$ cat src/rtl/morse_stream_decoder_pkg.sv
// Shared constants and types for the Morse stream decoder.
package morse_stream_decoder_pkg;

    localparam int PULSE_CNT_W  = 16;
    localparam int CHAR_W_DEF   = 6;

    // Character codes: digits 0-9, letters A-Z at 10-35.
    localparam int CHAR_SPACE   = 36;
    localparam int CHAR_UNKNOWN = 63;

    // Symbol encoding shifted into the symbol register LSB.
    localparam logic SYM_DIT = 1'b0;
    localparam logic SYM_DAH = 1'b1;

    typedef enum logic [1:0] {
        MK_DIT,
        MK_DAH,
        MK_BAD
    } mark_class_t;

endpackage

$ cat src/rtl/morse_stream_decoder_if.sv
// Character stream handshake between the decoder and its consumer.
interface morse_stream_decoder_if #(
    parameter int CHAR_W = 6
);
    logic              char_valid;
    logic              char_ready;
    logic [CHAR_W-1:0] char_code;

    modport master (output char_valid, output char_code, input char_ready);
    modport slave  (input char_valid, input char_code, output char_ready);
endinterface

$ cat src/rtl/morse_stream_decoder_sym2char.sv
// Combinational lookup from a dit/dah pattern to a character code.
// The first keyed symbol sits in the most significant used bit.
module morse_stream_decoder_sym2char
    import morse_stream_decoder_pkg::*;
#(
    parameter int MAX_SYMS = 6,
    parameter int CHAR_W   = CHAR_W_DEF,
    localparam int SC_W    = $clog2(MAX_SYMS + 1)
) (
    input  logic [SC_W-1:0]     sym_cnt,
    input  logic [MAX_SYMS-1:0] sym_bits,
    input  logic                bad_char,
    output logic [CHAR_W-1:0]   code
);

    logic [4:0]          b;
    logic [MAX_SYMS-1:0] upper;
    int                  c;

    assign b     = 5'(sym_bits);
    assign upper = sym_bits >> 5;

    // Table lookup; anything unmapped or flagged bad decodes as unknown.
    always_comb begin
        c = CHAR_UNKNOWN;
        case (int'(sym_cnt))
            1: c = b[0] ? 29 : 14;
            2: case (b[1:0])
                   2'b00: c = 18;
                   2'b01: c = 10;
                   2'b10: c = 23;
                   default: c = 22;
               endcase
            3: case (b[2:0])
                   3'b000: c = 28;
                   3'b001: c = 30;
                   3'b010: c = 27;
                   3'b011: c = 32;
                   3'b100: c = 13;
                   3'b101: c = 20;
                   3'b110: c = 16;
                   default: c = 24;
               endcase
            4: case (b[3:0])
                   4'b0000: c = 17;
                   4'b0001: c = 31;
                   4'b0010: c = 15;
                   4'b0100: c = 21;
                   4'b0110: c = 25;
                   4'b0111: c = 19;
                   4'b1000: c = 11;
                   4'b1001: c = 33;
                   4'b1010: c = 12;
                   4'b1011: c = 34;
                   4'b1100: c = 35;
                   4'b1101: c = 26;
                   default: c = CHAR_UNKNOWN;
               endcase
            5: case (b)
                   5'b11111: c = 0;
                   5'b01111: c = 1;
                   5'b00111: c = 2;
                   5'b00011: c = 3;
                   5'b00001: c = 4;
                   5'b00000: c = 5;
                   5'b10000: c = 6;
                   5'b11000: c = 7;
                   5'b11100: c = 8;
                   5'b11110: c = 9;
                   default:  c = CHAR_UNKNOWN;
               endcase
            default: c = CHAR_UNKNOWN;
        endcase
        if (bad_char || (upper != '0)) begin
            c = CHAR_UNKNOWN;
        end
    end

    assign code = CHAR_W'(c);

endmodule

$ cat src/rtl/morse_stream_decoder.sv
// Morse key decoder: synchroniser, duration counter, symbol FSM and
// character FIFO with valid/ready output.
//
// state     | meaning
// ----------+-----------------------------------------------
// IDLE      | no character in progress, waiting for a mark
// MARK      | key pressed, timing the mark
// GAP       | key released inside a character
// CHAR_DONE | character pushed, waiting for word-space time
module morse_stream_decoder
    import morse_stream_decoder_pkg::*;
#(
    parameter int CNT_W       = PULSE_CNT_W,
    parameter int CHAR_W      = CHAR_W_DEF,
    parameter int MAX_SYMS    = 6,
    parameter int FIFO_DEPTH  = 8,
    parameter bit ACTIVE_LOW  = 1'b1,
    parameter int SYNC_STAGES = 2,
    localparam int LVL_W      = $clog2(FIFO_DEPTH) + 1
) (
    input  logic                   clk,
    input  logic                   rst,
    input  logic                   ce,
    input  logic                   signal,
    input  logic [CNT_W-1:0]       dit_time,
    input  logic [CNT_W-1:0]       dah_time,
    input  logic [CNT_W-1:0]       word_time,
    input  logic [CNT_W-1:0]       tol_time,
    morse_stream_decoder_if.master chars,
    output logic [LVL_W-1:0]       fifo_level,
    output logic                   error,
    output logic                   overflow
);

    typedef enum logic [1:0] {
        ST_IDLE,
        ST_MARK,
        ST_GAP,
        ST_CHAR_DONE
    } state_t;

    localparam int   TW       = CNT_W + 1;
    localparam int   SC_W     = $clog2(MAX_SYMS + 1);
    localparam int   AW       = $clog2(FIFO_DEPTH);
    localparam logic IDLE_LVL = ACTIVE_LOW;

    function automatic logic [TW-1:0] lo_of(input logic [CNT_W-1:0] x,
                                            input logic [CNT_W-1:0] t);
        return (x > t) ? (TW'(x) - TW'(t)) : '0;
    endfunction

    function automatic logic [TW-1:0] hi_of(input logic [CNT_W-1:0] x,
                                            input logic [CNT_W-1:0] t);
        return TW'(x) + TW'(t);
    endfunction

    logic [SYNC_STAGES-1:0] sync_q;
    logic                   mark, mark_d, rise, fall;
    logic [CNT_W-1:0]       cnt;
    logic [TW-1:0]          cnt_x;
    mark_class_t            cls;

    state_t                 state, state_nxt;
    logic [MAX_SYMS-1:0]    sym_bits, sym_bits_nxt;
    logic [SC_W-1:0]        sym_cnt, sym_cnt_nxt;
    logic                   bad_char, bad_char_nxt;
    logic                   push, push_char, push_eff, push_ok, pop, full;
    logic [CHAR_W-1:0]      push_code, lut_code;

    logic [CHAR_W-1:0]      mem [FIFO_DEPTH];
    logic [AW-1:0]          wr_ptr, rd_ptr;
    logic [LVL_W-1:0]       level;

    // Input synchroniser; reset to the idle key level so no false mark appears.
    always_ff @(posedge clk) begin
        if (rst) sync_q <= {SYNC_STAGES{IDLE_LVL}};
        else     sync_q <= {sync_q[SYNC_STAGES-2:0], signal};
    end

    assign mark = sync_q[SYNC_STAGES-1] ^ IDLE_LVL;
    assign rise = mark & ~mark_d;
    assign fall = ~mark & mark_d;

    // Edge-detect copy and duration counter; both freeze while ce is low.
    always_ff @(posedge clk) begin
        if (rst) begin
            mark_d <= 1'b0;
            cnt    <= '0;
        end else if (ce) begin
            mark_d <= mark;
            if (rise || fall)    cnt <= CNT_W'(1);
            else if (cnt != '1)  cnt <= cnt + 1'b1;
        end
    end

    assign cnt_x = {1'b0, cnt};

    // Classify the mark length; the dit window takes priority on overlap.
    always_comb begin
        cls = MK_BAD;
        if (cnt_x >= lo_of(dit_time, tol_time) && cnt_x <= hi_of(dit_time, tol_time))
            cls = MK_DIT;
        else if (cnt_x >= lo_of(dah_time, tol_time) && cnt_x <= hi_of(dah_time, tol_time))
            cls = MK_DAH;
    end

    morse_stream_decoder_sym2char #(
        .MAX_SYMS (MAX_SYMS),
        .CHAR_W   (CHAR_W)
    ) u_sym2char (
        .sym_cnt  (sym_cnt),
        .sym_bits (sym_bits),
        .bad_char (bad_char),
        .code     (lut_code)
    );

    // FSM next-state, symbol accumulation and push requests.
    always_comb begin
        state_nxt    = state;
        sym_bits_nxt = sym_bits;
        sym_cnt_nxt  = sym_cnt;
        bad_char_nxt = bad_char;
        push         = 1'b0;
        push_char    = 1'b0;
        push_code    = lut_code;
        case (state)
            ST_IDLE: begin
                if (rise) state_nxt = ST_MARK;
            end
            ST_MARK: begin
                if (fall) begin
                    if (cls == MK_BAD || sym_cnt == SC_W'(MAX_SYMS)) begin
                        bad_char_nxt = 1'b1;
                    end else begin
                        sym_bits_nxt = {sym_bits[MAX_SYMS-2:0],
                                        (cls == MK_DAH) ? SYM_DAH : SYM_DIT};
                        sym_cnt_nxt  = sym_cnt + 1'b1;
                    end
                    state_nxt = ST_GAP;
                end
            end
            ST_GAP: begin
                if (rise) begin
                    state_nxt = ST_MARK;
                end else if (cnt_x == lo_of(dah_time, tol_time)) begin
                    push         = 1'b1;
                    push_char    = 1'b1;
                    sym_bits_nxt = '0;
                    sym_cnt_nxt  = '0;
                    bad_char_nxt = 1'b0;
                    state_nxt    = ST_CHAR_DONE;
                end
            end
            ST_CHAR_DONE: begin
                if (rise) begin
                    state_nxt = ST_MARK;
                end else if (cnt_x == lo_of(word_time, tol_time)) begin
                    push      = 1'b1;
                    push_code = CHAR_W'(CHAR_SPACE);
                    state_nxt = ST_IDLE;
                end
            end
            default: state_nxt = ST_IDLE;
        endcase
    end

    // FSM and symbol registers; hold while capture is disabled.
    always_ff @(posedge clk) begin
        if (rst) begin
            state    <= ST_IDLE;
            sym_bits <= '0;
            sym_cnt  <= '0;
            bad_char <= 1'b0;
        end else if (ce) begin
            state    <= state_nxt;
            sym_bits <= sym_bits_nxt;
            sym_cnt  <= sym_cnt_nxt;
            bad_char <= bad_char_nxt;
        end
    end

    assign push_eff = push & ce;
    assign full     = (level == LVL_W'(FIFO_DEPTH));
    assign pop      = chars.char_valid & chars.char_ready;
    assign push_ok  = push_eff & (~full | pop);

    // Character FIFO; a full FIFO only accepts a push when it pops the same cycle.
    always_ff @(posedge clk) begin
        if (rst) begin
            for (int i = 0; i < FIFO_DEPTH; i++) mem[i] <= '0;
            wr_ptr <= '0;
            rd_ptr <= '0;
            level  <= '0;
        end else begin
            if (push_ok) begin
                mem[wr_ptr] <= push_code;
                wr_ptr      <= wr_ptr + 1'b1;
            end
            if (pop) rd_ptr <= rd_ptr + 1'b1;
            case ({push_ok, pop})
                2'b10:   level <= level + 1'b1;
                2'b01:   level <= level - 1'b1;
                default: level <= level;
            endcase
        end
    end

    // Error pulse lines up with the pushed entry becoming visible; overflow is sticky.
    always_ff @(posedge clk) begin
        if (rst) begin
            error    <= 1'b0;
            overflow <= 1'b0;
        end else begin
            error <= push_eff & push_char & (push_code == CHAR_W'(CHAR_UNKNOWN));
            if (push_eff && full && !pop) overflow <= 1'b1;
        end
    end

    assign chars.char_valid = (level != '0);
    assign chars.char_code  = chars.char_valid ? mem[rd_ptr] : '0;
    assign fifo_level       = level;

endmodule

$ cat src/flat_wrapper.sv
// flat-port wrapper written by rule: the top's interface ports become plain ports
module morse_stream_decoder_flat import morse_stream_decoder_pkg::*;
#(
    parameter int CNT_W       = PULSE_CNT_W,
    parameter int CHAR_W      = CHAR_W_DEF,
    parameter int MAX_SYMS    = 6,
    parameter int FIFO_DEPTH  = 8,
    parameter bit ACTIVE_LOW  = 1'b1,
    parameter int SYNC_STAGES = 2,
    localparam int LVL_W      = $clog2(FIFO_DEPTH) + 1
)
  (clk, rst, ce, signal, dit_time, dah_time, word_time, tol_time, fifo_level, error, overflow, chars_char_valid, chars_char_code, chars_char_ready);
  morse_stream_decoder_if #(.CHAR_W(CHAR_W)) chars_i ();
  input  logic clk;
  input  logic rst;
  input  logic ce;
  input  logic signal;
  input  logic [CNT_W-1:0] dit_time;
  input  logic [CNT_W-1:0] dah_time;
  input  logic [CNT_W-1:0] word_time;
  input  logic [CNT_W-1:0] tol_time;
  output logic [LVL_W-1:0] fifo_level;
  output logic error;
  output logic overflow;
  output wire logic [$bits(chars_i.char_valid)-1:0] chars_char_valid;
  output wire logic [$bits(chars_i.char_code)-1:0] chars_char_code;
  input wire logic [$bits(chars_i.char_ready)-1:0] chars_char_ready;
  assign chars_char_valid = chars_i.char_valid;
  assign chars_char_code = chars_i.char_code;
  assign chars_i.char_ready = chars_char_ready;
  morse_stream_decoder #(.CNT_W(CNT_W), .CHAR_W(CHAR_W), .MAX_SYMS(MAX_SYMS), .FIFO_DEPTH(FIFO_DEPTH), .ACTIVE_LOW(ACTIVE_LOW), .SYNC_STAGES(SYNC_STAGES)) u_core (.clk(clk), .rst(rst), .ce(ce), .signal(signal), .dit_time(dit_time), .dah_time(dah_time), .word_time(word_time), .tol_time(tol_time), .chars(chars_i), .fifo_level(fifo_level), .error(error), .overflow(overflow));
endmodule
$ cat config.mk
export PLATFORM = sky130hd
export DESIGN_NAME = morse_stream_decoder_flat
export DESIGN_NICKNAME = d
export VERILOG_FILES = /design/src/rtl/morse_stream_decoder_pkg.sv /design/src/rtl/morse_stream_decoder_if.sv /design/src/rtl/morse_stream_decoder_sym2char.sv /design/src/rtl/morse_stream_decoder.sv /design/src/flat_wrapper.sv
export SDC_FILE = /design/constraint.sdc
export NUM_CORES = 1
export LEC_CHECK = 0
export BUFFER_PORTS_ARGS = -buffer_cell sky130_fd_sc_hd__buf_2
export CAP_MARGIN = 20
export CORE_MARGIN = 2
export CORE_UTILIZATION = 57
export CTS_CLUSTER_SIZE = 28
export DETAILED_ROUTE_END_ITERATION = 16
export GPL_TIMING_DRIVEN = 0
export PLACE_DENSITY = 0.76
export SYNTH_ARGS = -nofsm -noshare
export SYNTH_HDL_FRONTEND = slang
export SYNTH_SLANG_ARGS = --single-unit
$ cat constraint.sdc
create_clock -name clk -period 6.91 [get_ports clk]
set_clock_uncertainty 0.05 [all_clocks]
set_input_delay 0.3455 -clock clk [delete_from_list [all_inputs] [get_ports clk]]
set_output_delay 0.3455 -clock clk [all_outputs]
set_load 0.05 [all_outputs]
== After elaboration in Yosys (flattened, before gate mapping) ==
Memory sizes are Yosys's and may differ from the RTL's. A register that Yosys moved wholly into a read port is not among the register bits.
Index checks and enable logic that the tools add are counted.
Storage, ports and cells
  bits in registers: 43
  RAM bits: 48
  bits in read-only memories: 288
  input bits: 69
  output and inout bits: 13
  memories: 3
Memory list
  (no name shown): depth 32, bits a word 6, rd ports 1, clocked after Yosys merged registers in 1, write ports 0, RTL line morse_stream_decoder_sym2char.sv:59  | 5: case (b)
  (no name shown): depth 16, bits a word 6, rd ports 1, clocked after Yosys merged registers in 1, write ports 0, RTL line morse_stream_decoder_sym2char.sv:44  | 4: case (b[3:0])
  u_core.mem: depth 8, bits a word 6, rd ports 1, clocked after Yosys merged registers in 1, write ports 8, RTL line morse_stream_decoder.sv:70  | logic [CHAR_W-1:0] mem [FIFO_DEPTH];
Operators by class
  add/subtract/negate cells: 11
  order comparisons: 7
  equality and inequality tests: 34
  mux-type cells: 60
  bitwise gates (word level): 11
  reduce and logical (&&, ||, !) cells: 20
Operators by type and width (number)
  2-to-1 mux 6 bit: 10
  2-to-1 mux 17 bit: 3
  subtractor 16 x 16 -> 17 bit: 3
  greater-than comparator 16 bit: 3
  case mux 6 bit (7 select lines): 1
  adder 16 x 16 -> 17 bit: 2
  == test 16 x 17 -> 1 bit: 2
  >= comparator 16 x 17 -> 1 bit: 2
  <= comparator 16 x 17 -> 1 bit: 2
  2-to-1 mux 16 bit: 2
  case mux 6 bit (5 select lines): 1
  2-to-1 mux 3 bit: 7
  == test 3 bit (second input constant): 6
  adder 16 x 1 -> 16 bit (second input constant): 1
  2-to-1 mux 1 bit: 16
  2-to-1 mux 2 bit: 8
  != test 16 bit (second input constant): 1
  2-to-1 mux 5 bit: 3
  case mux 5 bit (3 select lines): 1
  == test 3 x 2 -> 1 bit (second input constant): 4
  case mux 6 bit (2 select lines): 1
  AND reduction 6 bit: 2
  == test 2 bit (second input constant): 5
  adder 3 x 1 -> 3 bit (second input constant): 3
  27 further kinds: 54

== Logic depth before layout (Yosys ltp) ==
  depth after elaboration: 13
  gate-level depth with buffers: 29
  depth with buffers taken out: 28

== By module ==
Synthesis repeated with hierarchy kept, for this count alone.
Unflattened totals
  cell total of the unflattened synthesis: 1328
  area, all modules: 11049.3 um^2
Modules (own cells, without submodules)
  morse_stream_decoder: times used 1, cells each 1229, area each 10351.2 um^2, sequential area each 2362.3 um^2
  morse_stream_decoder_sym2char: times used 1, cells each 99, area each 698.2 um^2, sequential area each 0.0 um^2

== Worst setup path after synthesis ==
No wires, ideal clock.
  kind: input -> register
  from: in dah_time[0]
  to: reg with a tool-made name
  data arrival time: 5.216 ns
  required time: 6.732 ns
  slack: 1.516 ns
  stages: 27
  cell sequence: inv_1 -> ha_1 -> inv_1 -> fa_1 -> a21o_1 -> a21oi_1 -> nor2_1 -> o31ai_1 -> o21ai_0 -> a21oi_1 -> xnor2_1 -> nand2_1 -> ha_1 -> and3_1 -> nand3_1 -> nor2_1 -> a211o_1 -> a31oi_1 -> a221o_1 -> o211a_1 -> or2_1 -> buf_2 -> o21ai_1 -> inv_1 -> ha_1 -> nor4_1 -> a211oi_1
RTL lines
  start, declared: RTL line flat_wrapper.sv:19  | input logic [CNT_W-1:0] dah_time;

==> results.yml <==
hold_path:
  worstHoldStart: "signal"
  hold_class: "primary input to register"
power_and_ir_drop:
  total_power_mw: 1.88
  peakVddDrop_mv: 0.121
  p_per_area_nw_per_um2: 150
  p_leak_nw: 5.40
clock_tree:
  cts_max_level: 3
  clk_latency_ns: 0.36
  numCtsBuffers: 9
  clock_sinks: 105
  root_buffer: "clkbuf_16"
  cts_tree: "built"
  cts_max_path_buffers: 2
  clk_pin_slew_worst_paths_ns: 0.08
placement:
  dpl.cell_count: 1728
  io_buffers: 81
  dpl.hpwl_mm: 24.5
  gp_congestion: 0.922
  post-place-ws_ns: 0.00230
timing:
  finalWorstPathRequiredPeriod_ns: 6.46
  worstMarginPinSlew_ns: 1.00
  fin_tns_setup_ns: 0
  fin_ws_ns: 0.455
  fmax_mhz: 155
  relSlewSlack_pct: 32.2
  finalHoldViolCount: 0
  drv_slew: 0
  final-setup-viol-count: 0
  post-route-period-util_pct: 93.4
  rsz0062_at_grt: "no"
finish:
  drive_gt1_share_pct: 11.4
  post-route-util_pct: 63.9
  final_cell_mix: "nor2_1 (168), ha_1 (167), nand2_1 (100), buf_2 (97), a21oi_1 (95)"
  instances_no_fill: 1746
  fillers: 1734
  area_delta_synth_final_pct: 9.27
  final_common_cell: "nor2_1"
  fin_nets: 1717
critical_path:
  r2r-start: "u_core.cnt[7]$_SDFFE_PP0P_"
  max_stage_delay_ns: 0.48
  endpoint_kind: "register"
  path_class: "primary input to register"
  arrival_ns: 6.64
  path_max_fanout: 10
  crit_slowest_cell: "a21oi_1"
  worstSetupStartpoint: "tol_time[3]"
  crit_required_ns: 7.09
  startpoint_type: "primary input"
grt:
  grt_usage_pct: 28.1
  use_met1_pct: 39.1
  top_usage_layer: "met2"
  grt_pass1_wl_mm: 48.7
  grt_pass1_vias: 9938
  antenna_found_initial: 1
  grtUsageMet3_pct: 2.60
  gr-total-overflow: 0
  grt_max_degree: 22
  grt.met2_usage_pct: 46.9
drt:
  ant_nets: 0
  wire_per_inst_um: 17.4
  vias: 10600
  drtIter0Drc: 731
  vias_per_cell: 6.10
  drc: 0
  routed_wl_mm: 30.3
  drt_pass1_iterations: 5
logic_synthesis:
  synthCells: 1382
  syn_area_per_cell_um2: 8.29
  ys.flop_type: "dfxtp_1"
  syn_nets: 1624
  synth.distinct_cells: 93
  syn-cell-area_um2: 11500
  ys.warnings.count: 0
  async_flop_share_pct: 0
  ys_ff_latch: 105
  ys_seq_area_share_pct: 22.6
  synth_edf_count: 48
status:
  run_status: "complete, no violations"
floorplan:
  core-area_um2: 19600
  rows: 51
  die_w_um: 146
  dieArea_um2: 21200
  ios: 82
  initial_utilization_pct: 58.5
  dieHeight_um: 146
flow_run:
  cap_violations: 0
==> synthesized netlist by cell type (23+ instances only) <==
cell      instances  area [µm²]
xor2_1           26         228
a21oi_1          96         480
o21ai_0          64         320
xnor2_1          58         508
inv_1            92         345
nand4_1          30         188
dfxtp_1          57        1140
nand3_1          27         135
ha_1            167        2090
nor3_1           23         115
edfxtp_1         48        1440
nor2_1          168         631
clkbuf_1         37         139
nand2_1         100         375
a211oi_1         23         173
==> final timing paths <==
check / slack [ns] / end / depth (start not counted)
worst max-delay path: 0.45 / register / 29
worst min-delay path: 0.15 / u_core.sync_q[0]$_SDFF_PP1_ / 2
worst max register to register: 2.20 / u_core.fifo_level[3]$_SDFFE_PP0P_ / 18
worst min register to register: 0.38 / u_core.sync_q[1]$_SDFF_PP1_ / 1
==> through the flow <==
stage,instance area (µm²),hold slack [ns]
2_1_floorplan,11500,0.339
3_3_place_gp,12200,0.356
3_5_place_dp,12200,0.356
4_1_cts,12500,0.145
5_1_grt,12500,0.134
6_report,12500,0.149
==> power breakdown <==
part           leakage, nW  internal (mW)  switching, mW
clock                0.150          0.259          0.259
sequential           0.942          0.662        0.00926
combinational         4.31          0.276          0.411
total                 5.40           1.20          0.679
==> critical path, delay by kind of cell <==
family	cells	cell delay (ns)
compound gates	13	2.78
simple gates	7	1.33
buf+inv	6	1.28
fa+ha+maj	3	0.89
==> repair_timing <==
item	CTS	global route
hold buffers	0	0
setup endpoints to repair	0	4
resized for setup	0	2
setup buffers	0	0
==> cell type report <==
cell class                      count  area, µm²  area share (%)
Tap cell                          265        332            2.65
Inverter                           93        349            2.79
Clock inverter                      7       78.8           0.630
Sequential cell                   105       2580            20.6
Multi-Input combinational cell   1122       8260            66.0
Timing Repair Buffer               82        410            3.28
Clock buffer                        9        225            1.80
Buffer                             62        275            2.20
Antenna cell                        1       2.50          0.0200
==> kinds of logic after synthesis <==
family	synth area share [%]
mux	4.12
fa+ha+maj	19.3
xor+xnor	6.62
buf+inv	5.45
compound gates	21.2
flops	22.6
simple gates	20.8
==> layer usage <==
layer	share of wire, %	up-vias
li1	-	5233
met1	46	5035
met2	46	327
met3	6.1	47
met4	2.0	0
met5	0	-
(Power assumes the default switching activity.)
